`config.mk`:
```
export PLATFORM = sky130hd
export DESIGN_NAME = ulbf_dout_axis2ram_64b
export DESIGN_NICKNAME = d
export VERILOG_FILES = /design/src/rtl/ulbf_dout_axis2ram_64b.sv
export SDC_FILE = /design/constraint.sdc
export NUM_CORES = 1
export LEC_CHECK = 0
export BUFFER_PORTS_ARGS = -buffer_cell sky130_fd_sc_hd__clkbuf_2
export CORE_UTILIZATION = 29
export DETAILED_ROUTE_END_ITERATION = 8
export GPL_ROUTABILITY_DRIVEN = 0
export RECOVER_POWER = 25
export SYNTH_ARGS = -nofsm -noshare
export SYNTH_HDL_FRONTEND = slang
export SYNTH_SLANG_ARGS = --single-unit
```
`constraint.sdc`:
```
create_clock -name s_axis_clk -period 3.5 [get_ports s_axis_clk]
set_clock_uncertainty 0.2 [all_clocks]
set_input_delay 0.875 -clock s_axis_clk [delete_from_list [all_inputs] [get_ports s_axis_clk]]
set_output_delay 0.875 -clock s_axis_clk [all_outputs]
set_load 0.02 [all_outputs]
```
`src/rtl/ulbf_dout_axis2ram_64b.sv`:
```
// AXI4-Stream 64-bit capture stage: writes each accepted beat into a RAM port
// and checks TLAST framing against the programmed block size.
module ulbf_dout_axis2ram_64b #(
  parameter int RAM_DEPTH  = 2048,
  parameter int DATA_WIDTH = 64,
  parameter int ADDR_WIDTH = 16
) (
  input  logic                      s_axis_clk,
  input  logic                      s_axis_rst_n,
  input  logic                      go,
  input  logic [11:0]               block_size,
  input  logic [11:0]               niter,
  input  logic [ADDR_WIDTH-1:0]     rollover_addr,
  input  logic                      s_axis_tvalid,
  output logic                      s_axis_tready,
  input  logic [DATA_WIDTH-1:0]     s_axis_tdata,
  input  logic [DATA_WIDTH/8-1:0]   s_axis_tkeep,
  input  logic                      s_axis_tlast,
  output logic                      ram_en,
  output logic [DATA_WIDTH/8-1:0]   ram_we,
  output logic [ADDR_WIDTH-1:0]     ram_addr,
  output logic [DATA_WIDTH-1:0]     ram_wdata,
  output logic                      done,
  output logic                      busy,
  output logic [15:0]               tlast_err_cnt,
  output logic [31:0]               beat_cnt,
  output logic [ADDR_WIDTH-1:0]     addr_wire
);

  localparam int KEEP_W = DATA_WIDTH / 8;
  localparam logic [ADDR_WIDTH-1:0] MAX_ADDR = ADDR_WIDTH'(RAM_DEPTH - 1);

  typedef enum logic [1:0] {IDLE, RUN, DONE} state_t;

  state_t                  state_q, state_d;
  logic                    go_q, armed_q;
  logic [11:0]             bs_q, bs_d, ni_q, ni_d;
  logic [11:0]             blk_q, blk_d, iter_q, iter_d;
  logic [ADDR_WIDTH-1:0]   roll_q, roll_d, addr_q, addr_d;
  logic [31:0]             beat_q, beat_d;
  logic [15:0]             err_q, err_d;
  logic                    ram_en_q, ram_en_d;
  logic [KEEP_W-1:0]       ram_we_q, ram_we_d;
  logic [ADDR_WIDTH-1:0]   ram_addr_q, ram_addr_d;
  logic [DATA_WIDTH-1:0]   ram_wdata_q, ram_wdata_d;
  logic                    go_rise, accept, blk_last;

  function automatic logic [15:0] sat_inc16(input logic [15:0] v);
    return (v == 16'hFFFF) ? v : v + 16'd1;
  endfunction

  // armed_q masks a go that is already high when reset is released
  assign go_rise  = armed_q && go && !go_q;
  assign accept   = s_axis_tvalid && (state_q == RUN);
  assign blk_last = (blk_q == bs_q - 12'd1);

  always_comb begin
    state_d     = state_q;
    bs_d        = bs_q;
    ni_d        = ni_q;
    roll_d      = roll_q;
    blk_d       = blk_q;
    iter_d      = iter_q;
    addr_d      = addr_q;
    beat_d      = beat_q;
    err_d       = err_q;
    ram_en_d    = 1'b0;
    ram_we_d    = ram_we_q;
    ram_addr_d  = ram_addr_q;
    ram_wdata_d = ram_wdata_q;
    unique case (state_q)
      IDLE: begin
        if (go_rise) begin
          bs_d   = block_size;
          ni_d   = niter;
          roll_d = (rollover_addr > MAX_ADDR) ? MAX_ADDR : rollover_addr;
          blk_d  = '0;
          iter_d = '0;
          addr_d = '0;
          beat_d = '0;
          err_d  = '0;
          state_d = (block_size == 12'd0 || niter == 12'd0) ? DONE : RUN;
        end
      end
      RUN: begin
        if (accept) begin
          ram_en_d    = 1'b1;
          ram_we_d    = s_axis_tkeep;
          ram_addr_d  = addr_q;
          ram_wdata_d = s_axis_tdata;
          addr_d = (addr_q == roll_q) ? '0 : addr_q + 1'b1;
          beat_d = beat_q + 32'd1;
          // early tlast or missing tlast both count as one framing error
          if (s_axis_tlast != blk_last) err_d = sat_inc16(err_q);
          if (blk_last) begin
            blk_d  = '0;
            iter_d = iter_q + 12'd1;
            if (iter_q == ni_q - 12'd1) state_d = DONE;
          end else begin
            blk_d = blk_q + 12'd1;
          end
        end
      end
      DONE: begin
        if (!go) state_d = IDLE;
      end
      default: state_d = IDLE;
    endcase
  end

  always_ff @(posedge s_axis_clk or negedge s_axis_rst_n) begin
    if (!s_axis_rst_n) begin
      state_q     <= IDLE;
      go_q        <= 1'b0;
      armed_q     <= 1'b0;
      bs_q        <= '0;
      ni_q        <= '0;
      roll_q      <= '0;
      blk_q       <= '0;
      iter_q      <= '0;
      addr_q      <= '0;
      beat_q      <= '0;
      err_q       <= '0;
      ram_en_q    <= 1'b0;
      ram_we_q    <= '0;
      ram_addr_q  <= '0;
      ram_wdata_q <= '0;
    end else begin
      state_q     <= state_d;
      go_q        <= go;
      armed_q     <= 1'b1;
      bs_q        <= bs_d;
      ni_q        <= ni_d;
      roll_q      <= roll_d;
      blk_q       <= blk_d;
      iter_q      <= iter_d;
      addr_q      <= addr_d;
      beat_q      <= beat_d;
      err_q       <= err_d;
      ram_en_q    <= ram_en_d;
      ram_we_q    <= ram_we_d;
      ram_addr_q  <= ram_addr_d;
      ram_wdata_q <= ram_wdata_d;
    end
  end

  assign s_axis_tready = (state_q == RUN);
  assign busy          = (state_q == RUN);
  assign done          = (state_q == DONE);
  assign ram_en        = ram_en_q;
  assign ram_we        = ram_we_q;
  assign ram_addr      = ram_addr_q;
  assign ram_wdata     = ram_wdata_q;
  assign tlast_err_cnt = err_q;
  assign beat_cnt      = beat_q;
  assign addr_wire     = addr_q;

endmodule
```
==> summary.txt <==
Die
  • Core Rows: 68
  • Io pins: ~270
  • Die Wd: approximately 190 um
  • Starting Density: 0.298
  • Area of the core: between 0.03 and 0.04 sq mm
  • Die area: around 0.037 sq mm
  • Die outline height: approximately 190 um

Pwr
  • Clk pwr share: 0.285
  • Cell Pwr Density: ~730 mW/mm^2
  • Switching portion of total power: 0.387
  • Leak: roughly 6.7 nW
  • Int Pwr: roughly 5.9 mW
  • Worst VDD drop: about 0.45 mV
  • NetSw: roughly 3.7 mW
  • Combinational share of power: 0.319
  • Seq pwr share: 0.396

Yosys
  • Synth Warn #: 0
  • Syn_nets: approximately 1300
  • Cells after synthesis: between 1000 and 1500
  • Sequential area share after synthesis: 0.532
  • Async set-reset flop share out of synthesis: 1.00
  • Seq cells post-synth: roughly 220
  • Unique masters post-synth: 55
  • Cell area after synthesis: around 0.010 sq mm
  • Synth Flop Type: dfrtp_1
  • Number of synthesized flops with an enable pin: 0
  • Avg Inst Size Synth: between 9 and 10 sq um

Hold path
  • Worst Hold End: ram_addr[12]$_DFFE_PN0P_
  • WHS Path Cells: 2
  • Hold/Removal Path Class: reg2reg
  • Source of the worst hold timing path: ram_addr[12]$_DFFE_PN0P_

Clocking
  • Hold_buf cts: 0
  • CTS H-Tree Depth: 1
  • CTS tree: done
  • Post-CTS sizing: 0
  • Clk buf depth: 3
  • Clock net sink count: 221
  • CTS Buf Count: 27
  • Root Buffer: clkbuf_16
  • Skew-Pair Late Insertion Delay: approximately 540 ps
  • # Post-CTS Setup Buffers: 0
  • CTS clk-pin slew, worst paths: 60 ps

STA
  • Slew margin rel.: -0.106
  • Crit path time final: between 3000 and 4000 ps
  • Tightest Pin Transition: ~1700 ps
  • Final hold vios: 0
  • RSZ-0062 raised after global routing: false
  • Max frequency: between 300 and 400 MHz
  • Ratio of final minimum period to clock period: 0.905
  • Setup Total Neg Slack: 0 ps
  • Final setup viols: 0
  • Fin. max-slew vios: between 60 and 70

Critical path
  • CP Class: reg2reg
  • FF-to-FF path depth: 10
  • Critical Path RT: roughly 3800 ps
  • CP max FO: 25
  • Crit Reg-Reg Startpoint: bs_q[0]$_DFFE_PN0P_
  • Critical Path End Type: register
  • CP Launch Type: register
  • Worst EP arrival: about 3400 ps
  • R2r setup slk: 330 ps
  • Worst R2R End: tlast_err_cnt[13]$_DFFE_PN0P_

Run status
  • Status: finished, violations left
  • Failing checks: max-capacitance violations, max-slew violations

Route
  • DR WL/cell: approximately 16 um
  • WL final: between 20000 and 30000 um
  • Vias: 8905
  • DR pass1 iterations: 4
  • DR vias/cell: approximately 4.7
  • DRT antenna net count: 0
  • Number of remaining DRC errors: 0
  • Initial drt markers: between 300 and 400

Finish
  • Finished layout cell area: between 0.01 and 0.015 sq mm
  • Area delta synth->final: 26.7%
  • Share of cells above drive strength 1: 0.243
  • Commonest cells after routing, fill and taps aside: nand2_1 (376), clkbuf_2 (271), dfrtp_1 (221)
  • Commonest non-fill, non-tap cell in the layout: nand2_1
  • NumNets Final: ~1500

Global route
  • Pin count of the biggest net entering global routing: 78
  • Total grt overflow: 0
  • First-pass GRT wire length: approximately 47000 um
  • Global Route Usage Sum: 0.161
  • Antenna violations before repair: 1
  • Number of global-route vias before repair: roughly 9000

Placement
  • Placed instance area: 0.0123 sq mm
  • DP HPWL: 20800 um
  • IO buf count: 272

Flow run
  • Max-cap violations: 1
-- sequential cells by signal, indices dropped and copies added (netlist names), 12 cells and up --
signal and count:
addr_wire 16, beat_cnt 32, blk_q 12, bs_q 12, iter_q 12, ni_q 12, ram_addr 16, ram_wdata 64
roll_q 16, tlast_err_cnt 16
-- per-stage QoR --
step / worst slack (ps) / hold WS (ps) / util / cells / total power, mW
4_1_cts: 182 / 94.5 / 0.378 / 1881 / 9.73
5_1_grt: 13.3 / 292 / 0.378 / 1882 / 10.2
3_5_place_dp: 201 / 261 / 0.354 / 1833 / 6.93
6_report: 332 / 272 / 0.378 / 1882 / 9.59
2_1_floorplan: 530 / 265 / - / 1139 / 5.70
3_3_place_gp: 344 / 257 / 0.354 / 1833 / 6.88
-- worst max-delay path by stage --
stage / from / end / slack [ps] / depth (start not counted)
detailed placement: bs_q[0]$_DFFE_PN0P_ / tlast_err_cnt[13]$_DFFE_PN0P_ / 200 / 10
CTS: bs_q[0]$_DFFE_PN0P_ / tlast_err_cnt[13]$_DFFE_PN0P_ / 180 / 10
finish: bs_q[0]$_DFFE_PN0P_ / tlast_err_cnt[13]$_DFFE_PN0P_ / 330 / 10
global route: bs_q[0]$_DFFE_PN0P_ / tlast_err_cnt[13]$_DFFE_PN0P_ / 10 / 10
floorplan: go / beat_cnt[31]$_DFFE_PN0P_ / 530 / 9
global placement: bs_q[0]$_DFFE_PN0P_ / tlast_err_cnt[14]$_DFFE_PN0P_ / 340 / 10
-- kinds of logic (layout without fill, tap and decap cells) --
group	count (synthesis)	count (layout)	share of synthesized area
mux	10	10	0.00987
compound gates	108	108	0.0684
other cells	1	2	0.000361
xor+xnor	98	98	0.0833
fa+ha+maj	7	7	0.00843
simple gates	626	626	0.271
flops	221	221	0.532
buf+inv	68	355	0.0265
-- synth_stat cells (12+ instances only) --
| cell type | number | area, sq um |
|---|---|---|
| clkbuf_1 | 47 | 176 |
| nor3_1 | 12 | 60.1 |
| or3_1 | 14 | 87.6 |
| nor4_1 | 12 | 75.1 |
| xnor2_1 | 34 | 298 |
| nand3_1 | 35 | 175 |
| nand4_1 | 25 | 156 |
| xor2_1 | 63 | 552 |
| inv_1 | 12 | 45.0 |
| and3_1 | 21 | 131 |
| nand2_1 | 377 | 1420 |
| o21ai_0 | 27 | 135 |
| dfrtp_1 | 221 | 5530 |
| a21oi_1 | 25 | 125 |
| nor2_1 | 72 | 270 |
-- layout make-up --
type,count,area [sq um]
fillers,3595,21700
inverters,12,45.0
well taps,455,569
clock inverters,11,114
flip-flops and latches,221,5530
diodes,1,2.50
clock buffers,37,743
multi-input cells,850,4620
repair buffers,295,1550
-- power by group through the flow --
stage | logic [mW] | clock network [mW] | registers (mW)
floorplan | 1.44 | 0 | 4.26
global placement | 3.08 | 0 | 3.80
detailed placement | 3.13 | 0 | 3.80
CTS | 3.12 | 2.82 | 3.80
global route | 3.41 | 2.91 | 3.89
finish | 3.06 | 2.74 | 3.80
-- critical path: stages, from the launching register on --
cell	delay, ps
dfrtp_1	400
inv_1	80
ha_1	190
nor2b_1	290
nor4bb_1	320
a31oi_1	100
nor4_2	320
and2_2	280
xnor2_4	200
or4_1	550
a21oi_1	170
-- metal layers --
layer | vias to the layer above | global-route usage | wire, um
met5 | - | 0 | 0
met4 | 0 | 0.0464 | 559
met3 | 36 | 0.0402 | 1970
met2 | 243 | 0.263 | 13900
met1 | 4288 | 0.210 | 13000
li1 | 4338 | - | -
(Power assumes the default switching activity.)
